===== src/rtl/fp32_pkg.sv =====
// Shared binary32 field constants and FSM state encodings for the FP32 divider.
package fp32_pkg;

  localparam int EXP_W     = 8;
  localparam int FRAC_W    = 23;
  localparam int MANT_W    = FRAC_W + 1;
  localparam int EXT_EXP_W = 10;
  localparam int BIAS      = 127;

  localparam logic [EXP_W-1:0]         EXP_MAX = 8'hFF;
  localparam logic [31:0]              QNAN    = 32'h7FC0_0000;
  localparam logic [30:0]              INF     = 31'h7F80_0000;

  // Unbiased exponents need headroom for subnormal normalisation and a/b ratios.
  localparam logic signed [EXT_EXP_W-1:0] E_BIAS = 10'sd127;
  localparam logic signed [EXT_EXP_W-1:0] E_MIN  = -10'sd126;

  typedef enum logic [1:0] {
    A_IDLE,
    A_SEND,
    A_WAIT
  } adapter_state_t;

  typedef enum logic [3:0] {
    C_GET_A,
    C_GET_B,
    C_UNPACK,
    C_SPECIAL,
    C_NORM_A,
    C_NORM_B,
    C_DIV_0,
    C_DIV_1,
    C_NORM_1,
    C_DENORM,
    C_ROUND,
    C_PACK,
    C_PUT_Z
  } core_state_t;

endpackage


===== src/rtl/fp32_div_core.sv =====
// Multi-cycle binary32 divide core with stb/ack handshakes on every operand
// and on the result; restoring division, round to nearest even.
module fp32_div_core
  import fp32_pkg::*;
(
  input  logic        clk,
  input  logic        rst,
  input  logic [31:0] input_a,
  input  logic [31:0] input_b,
  input  logic        input_a_stb,
  input  logic        input_b_stb,
  output logic        input_a_ack,
  output logic        input_b_ack,
  output logic [31:0] output_z,
  output logic        output_z_stb,
  input  logic        output_z_ack
);

  core_state_t state, state_next;

  logic [31:0]                  a, b;
  logic [MANT_W-1:0]            a_m, b_m, z_m;
  logic signed [EXT_EXP_W-1:0]  a_e, b_e, z_e;
  logic                         z_s, g, r, s;
  logic [49:0]                  quotient;
  logic [MANT_W-1:0]            remainder;
  logic [5:0]                   count;

  logic        a_nan, b_nan, a_inf, b_inf, a_zero, b_zero;
  logic        special_hit;
  logic [31:0] special_z;

  logic [MANT_W:0]              trial;
  logic                         trial_ge;
  logic [MANT_W-1:0]            trial_sub;
  logic signed [EXT_EXP_W-1:0]  under;
  logic [4:0]                   denorm_sh;
  logic [51:0]                  denorm_v;
  logic [MANT_W:0]              mant_inc;
  logic                         round_up;
  logic signed [EXT_EXP_W-1:0]  exp_biased;
  logic [31:0]                  packed_z;

  assign input_a_ack  = (state == C_GET_A) && input_a_stb;
  assign input_b_ack  = (state == C_GET_B) && input_b_stb;
  assign output_z_stb = (state == C_PUT_Z);

  assign a_nan  = (a[30:23] == EXP_MAX) && (a[22:0] != '0);
  assign b_nan  = (b[30:23] == EXP_MAX) && (b[22:0] != '0);
  assign a_inf  = (a[30:23] == EXP_MAX) && (a[22:0] == '0);
  assign b_inf  = (b[30:23] == EXP_MAX) && (b[22:0] == '0);
  assign a_zero = (a[30:0] == '0);
  assign b_zero = (b[30:0] == '0);

  // Special operands resolved in priority order; NaN results carry no sign.
  always_comb begin
    special_hit = 1'b1;
    special_z   = QNAN;
    if (a_nan || b_nan) begin
      special_z = QNAN;
    end else if ((a_inf && b_inf) || (a_zero && b_zero)) begin
      special_z = QNAN;
    end else if (a_inf || b_zero) begin
      special_z = {z_s, INF};
    end else if (a_zero || b_inf) begin
      special_z = {z_s, 31'd0};
    end else begin
      special_hit = 1'b0;
    end
  end

  // The remainder never reaches b_m, so the low 24 bits of the difference suffice.
  always_comb begin
    trial     = {remainder, quotient[49]};
    trial_ge  = trial >= {1'b0, b_m};
    trial_sub = trial[MANT_W-1:0] - b_m;
  end

  // Shifts beyond 27 leave nothing but sticky, so the shift is clamped there.
  always_comb begin
    under     = E_MIN - z_e;
    denorm_sh = (under > 10'sd27) ? 5'd27 : under[4:0];
    denorm_v  = {z_m, g, r, 26'd0} >> denorm_sh;
  end

  always_comb begin
    round_up   = g && (r || s || z_m[0]);
    mant_inc   = {1'b0, z_m} + 25'd1;
    exp_biased = z_e + E_BIAS;
    if (exp_biased > 10'sd254) begin
      packed_z = {z_s, INF};
    end else begin
      packed_z = {z_s, (z_m[23] ? exp_biased[7:0] : 8'd0), z_m[22:0]};
    end
  end

  always_ff @(posedge clk or posedge rst) begin
    if (rst) state <= C_GET_A;
    else     state <= state_next;
  end

  always_comb begin
    state_next = state;
    case (state)
      C_GET_A:   if (input_a_stb) state_next = C_GET_B;
      C_GET_B:   if (input_b_stb) state_next = C_UNPACK;
      C_UNPACK:  state_next = C_SPECIAL;
      C_SPECIAL: state_next = special_hit ? C_PUT_Z : C_NORM_A;
      C_NORM_A:  if (a_m[23]) state_next = C_NORM_B;
      C_NORM_B:  if (b_m[23]) state_next = C_DIV_0;
      C_DIV_0:   state_next = C_DIV_1;
      C_DIV_1:   if (count == 6'd49) state_next = C_NORM_1;
      C_NORM_1:  state_next = C_DENORM;
      C_DENORM:  state_next = C_ROUND;
      C_ROUND:   state_next = C_PACK;
      C_PACK:    state_next = C_PUT_Z;
      C_PUT_Z:   if (output_z_ack) state_next = C_GET_A;
      default:   state_next = C_GET_A;
    endcase
  end

  always_ff @(posedge clk or posedge rst) begin
    if (rst) begin
      a <= '0; b <= '0; a_m <= '0; b_m <= '0; z_m <= '0;
      a_e <= '0; b_e <= '0; z_e <= '0;
      z_s <= 1'b0; g <= 1'b0; r <= 1'b0; s <= 1'b0;
      quotient <= '0; remainder <= '0; count <= '0; output_z <= '0;
    end else begin
      case (state)
        C_GET_A: if (input_a_stb) a <= input_a;
        C_GET_B: if (input_b_stb) b <= input_b;
        C_UNPACK: begin
          a_m <= {a[30:23] != 8'd0, a[22:0]};
          b_m <= {b[30:23] != 8'd0, b[22:0]};
          a_e <= (a[30:23] == 8'd0) ? E_MIN : $signed({2'b00, a[30:23]}) - E_BIAS;
          b_e <= (b[30:23] == 8'd0) ? E_MIN : $signed({2'b00, b[30:23]}) - E_BIAS;
          z_s <= a[31] ^ b[31];
        end
        C_SPECIAL: if (special_hit) output_z <= special_z;
        C_NORM_A: if (!a_m[23]) begin
          a_m <= a_m << 1;
          a_e <= a_e - 10'sd1;
        end
        C_NORM_B: if (!b_m[23]) begin
          b_m <= b_m << 1;
          b_e <= b_e - 10'sd1;
        end
        C_DIV_0: begin
          quotient  <= {a_m, 26'd0};
          remainder <= '0;
          count     <= '0;
        end
        C_DIV_1: begin
          quotient  <= {quotient[48:0], trial_ge};
          remainder <= trial_ge ? trial_sub : trial[MANT_W-1:0];
          count     <= count + 6'd1;
        end
        // The quotient lies in [2^25, 2^27), so its leading one is bit 26 or 25.
        C_NORM_1: begin
          if (quotient[26]) begin
            z_m <= quotient[26:3];
            g   <= quotient[2];
            r   <= quotient[1];
            s   <= quotient[0] || (remainder != '0);
            z_e <= a_e - b_e;
          end else begin
            z_m <= quotient[25:2];
            g   <= quotient[1];
            r   <= quotient[0];
            s   <= (remainder != '0);
            z_e <= a_e - b_e - 10'sd1;
          end
        end
        C_DENORM: if (z_e < E_MIN) begin
          z_m <= denorm_v[51:28];
          g   <= denorm_v[27];
          r   <= denorm_v[26];
          s   <= s || (denorm_v[25:0] != '0);
          z_e <= E_MIN;
        end
        C_ROUND: if (round_up) begin
          if (mant_inc[24]) begin
            z_m <= 24'h80_0000;
            z_e <= z_e + 10'sd1;
          end else begin
            z_m <= mant_inc[23:0];
          end
        end
        C_PACK: output_z <= packed_z;
        default: ;
      endcase
    end
  end

endmodule


===== src/rtl/fp32_div_unit.sv =====
// Pulse-in/pulse-out FP32 divider: adapter FSM and result register around
// the handshaking divide core.
module fp32_div_unit
  import fp32_pkg::*;
(
  input  logic        clock,
  input  logic        reset_n,
  input  logic [31:0] a,
  input  logic [31:0] b,
  input  logic        ready_in,
  output logic [31:0] out,
  output logic        ready_out
);

  adapter_state_t state, state_next;

  logic [31:0] a_reg, b_reg;
  logic        a_sent, b_sent;
  logic        core_rst;
  logic        input_a_stb, input_b_stb, input_a_ack, input_b_ack;
  logic [31:0] output_z;
  logic        output_z_stb, output_z_ack;
  logic        start;

  assign core_rst = ~reset_n;

  // A request landing in the ready_out cycle is dropped; the next cycle is the first accepted.
  assign start        = (state == A_IDLE) && ready_in && !ready_out;
  assign input_a_stb  = (state == A_SEND) && !a_sent;
  assign input_b_stb  = (state == A_SEND) && !b_sent;
  assign output_z_ack = (state == A_WAIT) && output_z_stb;

  fp32_div_core u_core (
    .clk          (clock),
    .rst          (core_rst),
    .input_a      (a_reg),
    .input_b      (b_reg),
    .input_a_stb  (input_a_stb),
    .input_b_stb  (input_b_stb),
    .input_a_ack  (input_a_ack),
    .input_b_ack  (input_b_ack),
    .output_z     (output_z),
    .output_z_stb (output_z_stb),
    .output_z_ack (output_z_ack)
  );

  always_ff @(posedge clock or negedge reset_n) begin
    if (!reset_n) state <= A_IDLE;
    else          state <= state_next;
  end

  always_comb begin
    state_next = state;
    case (state)
      A_IDLE: if (start) state_next = A_SEND;
      A_SEND: if ((a_sent || input_a_ack) && (b_sent || input_b_ack)) state_next = A_WAIT;
      A_WAIT: if (output_z_stb) state_next = A_IDLE;
      default: state_next = A_IDLE;
    endcase
  end

  always_ff @(posedge clock or negedge reset_n) begin
    if (!reset_n) begin
      a_reg     <= '0;
      b_reg     <= '0;
      a_sent    <= 1'b0;
      b_sent    <= 1'b0;
      out       <= '0;
      ready_out <= 1'b0;
    end else begin
      if (start) begin
        a_reg  <= a;
        b_reg  <= b;
        a_sent <= 1'b0;
        b_sent <= 1'b0;
      end
      if (input_a_ack) a_sent <= 1'b1;
      if (input_b_ack) b_sent <= 1'b1;
      ready_out <= output_z_ack;
      if (output_z_ack) out <= output_z;
    end
  end

endmodule


===== config.mk =====
export PLATFORM = sky130hd
export DESIGN_NAME = fp32_div_unit
export DESIGN_NICKNAME = d
export VERILOG_FILES = /design/src/rtl/fp32_pkg.sv /design/src/rtl/fp32_div_core.sv /design/src/rtl/fp32_div_unit.sv
export SDC_FILE = /design/constraint.sdc
export NUM_CORES = 1
export LEC_CHECK = 0
export BUFFER_PORTS_ARGS = -buffer_cell sky130_fd_sc_hd__buf_2
export CORE_MARGIN = 1
export CORE_UTILIZATION = 41
export CTS_BUF_LIST = sky130_fd_sc_hd__clkbuf_2 sky130_fd_sc_hd__clkbuf_4 sky130_fd_sc_hd__clkbuf_8
export CTS_CLUSTER_SIZE = 14
export DETAILED_ROUTE_END_ITERATION = 6
export PLACE_DENSITY = 0.71
export SYNTH_ARGS = -nofsm -noshare
export SYNTH_HDL_FRONTEND = slang
export SYNTH_SLANG_ARGS = --single-unit

===== constraint.sdc =====
create_clock -name clock -period 3.9 [get_ports clock]
set_input_delay 0.195 -clock clock [delete_from_list [all_inputs] [get_ports clock]]
set_output_delay 0.195 -clock clock [all_outputs]
set_load 0.03 [all_outputs]

==> results_dict.tcl <==
set metrics [dict create \
    grt_pass1_wl_mm 98.7 \
    power_mw 8.61 \
    final_cell_mix "dfrtp_1 (385), nand2_1 (324), o21ai_0 (209), nor2_1 (158), mux2_2 (136)" \
    maxCapViolCount 0 \
    fp.dieH_um 231 \
    slowest_stage "a2111oi_1" \
    cts_buffer_depth 3 \
    design_area_um2 25300 \
    finalSetupViolations 0 \
    yosysTopAreaCell "dfrtp_1" \
    top_register "u_core.quotient" \
    ant_nets 0 \
    tightest_slew_ns 0.873 \
    setup_tns_ns 0 \
    dp.cells 3020 \
    grt_usage_pct 23.0 \
    min_period_ns 3.72 \
    slowest_delay_ns 0.52 \
    fillers 4747 \
    clock_sinks 387 \
    post-cts-setup-buffers 0 \
    largest_reg_flops 50 \
    power_density_nw_per_um2 341 \
    skew_ns 0.0447 \
    path_clk_slew_ns 0.06 \
    syn_area_um2 21500 \
    drive_gt1_share_pct 19.0 \
    crit_path_max_fanout 9 \
    yosysSeqAreaShare_pct 45.1 \
    htreeDepth 3 \
    port_buffers 99 \
    synth_cell_types 82 \
    hold_class "in2async" \
    routedWlPerCell_um 18.9 \
    synthToLayoutAreaGrowth_pct 17.7 \
    dieArea_um2 53300 \
    wirelength_mm 60.6 \
    cts_buffers 70 \
    rows 83 \
    timing.slew.headroom_pct 41.8 \
    yosysWarnings 0 \
    rsz0062_at_grt "no" \
    grt_pass1_vias 18500 \
    coreArea_um2 51500 \
    cts-root-buf "clkbuf_8" \
    cp_top_family "compound AO/OA/AOI/OAI gates" \
    dr_total_vias 18600 \
    first_iter_violations 1481 \
    grt_max_degree 140 \
    crit_path_end_kind "register" \
    timing.rr.start "u_core.z_e[1]" \
    drc 0 \
    viasPerCell 5.78 \
    fmax_ghz 0.269 \
    multi_input_area_um2 11000 \
    synth_top_cells_by_area "dfrtp_1 (45%), mux2_2 (7.1%), nand2_1 (5.7%), o21ai_0 (4.9%), mux2i_1 (2.9%)" \
    register_area_um2 9690 \
    maxSlewViolCount 0 \
    drt_first_pass_iters 5 \
    leakage_nw 11.7 \
    synth_nets 2421 \
    path_buf_inv 1 \
    hpwl_mm 42.3 \
    critPathLaunch "u_core.z_e[1]" \
    synth_edf_count 0 \
    fin_util_pct 49.1 \
    period_share_pct 95.5 \
    ys_ff_latch 387 \
    initial_core_util_pct 41.7 \
    worstSetupStartpointType "register" \
    status "finished clean" \
    vdd_drop_max_mv 0.363 \
    grt_overflow 0 \
    worst_skew_pair.late_latency_ns 0.68 \
    crit_arrival_ns 4.24 \
    globalplace.congestion 0.983 \
    crit_chain "ha_1, or4_1, nor3_1, a21oi_1, a21oi_4, nor2_4, buf_4, o22ai_1, a21oi_1, a2111oi_1, nand4b_1, nor4_1, o22ai_1" \
    final_cells 3209 \
    die_w_um 231 \
    synth_flop_cell "dfrtp_1" \
    synth.top_cell.area_share_pct 45.1 \
    antenna_found_initial 0 \
    required_ns 4.42 \
    syn_avg_cell_area_um2 9.32 \
    async_flop_share_pct 100 \
    synth_cells 2305 \
    final_common_cell "dfrtp_1" \
    place_area_um2 23000 \
    hold_viol_final 0 \
    final_nets 2593 \
    cts_tree "yes" \
    crit_type "reg2reg" \
    io_pins 100 \
]
## cells in the mapped netlist (31+ instances only)
| library cell | instances |
|---|---|
| a21oi_1 | 109 |
| clkbuf_1 | 125 |
| inv_1 | 72 |
| o21ai_0 | 212 |
| nand3_1 | 51 |
| dfrtp_1 | 387 |
| nand2_1 | 325 |
| nor3_1 | 37 |
| mux2_2 | 136 |
| mux2i_1 | 62 |
| nor2_1 | 160 |
| a22oi_1 | 56 |
| a22o_1 | 51 |
| xnor2_1 | 44 |
| ha_1 | 47 |
| xor2_1 | 31 |
## metal layers
metal,global-route usage (%),vias up,wire (um)
li1,-,8658,-
met4,9.52,0,2050
met1,28.9,9149,25700
met5,0,-,0
met2,38.7,601,29600
met3,4.41,143,3280
## repair_timing
action	in CTS	in global routing
gates resized for setup	0	10
setup endpoints to repair	0	42
endpoints found under the hold margin	137	0
hold buffers	65	0
## area by class of cell
cell class	count	share of cell area [%]
tap	680	3.37
clock inverter	17	0.995
inverter	72	1.07
timing repair buffer	253	7.47
sequential	387	38.3
antenna	1	0.00990
multi-input combinational	1693	43.4
clock buffer	106	5.38
## path summary, 6_finish.rpt
| check | endpoint | slack, ns | cells past startpoint |
|---|---|---|---|
| max reg2reg | u_core.s | 0.18 | 13 |
| max in group asynchronous | a_reg[3] | 2.60 | 3 |
| min in group clock | b_reg[8] | 0.29 | 3 |
| max | u_core.s | 0.18 | 13 |
| min | u_core.quotient[16] | 0.13 | 2 |
| min reg2reg | out[23] | 0.46 | 2 |
## power breakdown
part | switching (mW) | internal, mW | total [mW]
clock | 1.81 | 2.53 | 4.34
combinational | 0.106 | 0.0964 | 0.203
sequential | 0.0185 | 4.05 | 4.07
total | 1.93 | 6.68 | 8.61
## cell families (layout without fill, tap and decap cells)
logic type	after synthesis	after routing	synth area share (%)
AND/OR/NAND/NOR	729	729	15.4
flip-flops	387	387	45.1
buffers and inverters	225	448	4.10
adder cells (fa/ha/maj)	49	49	2.92
XOR/XNOR	76	76	3.13
other	0	1	0
multiplexers	199	199	10.1
AO/OA/AOI/OAI	640	640	19.3
## through the flow
step	hold slack, ns	setup slack, ns
finish	0.132	0.177
global route	0.170	0.00441
CTS	0.107	0.0894
detailed placement	0.252	0.134
global placement	0.244	0.131
floorplan	-0.101	0.146
No activity file was read; power rests on OpenSTA's default activity.
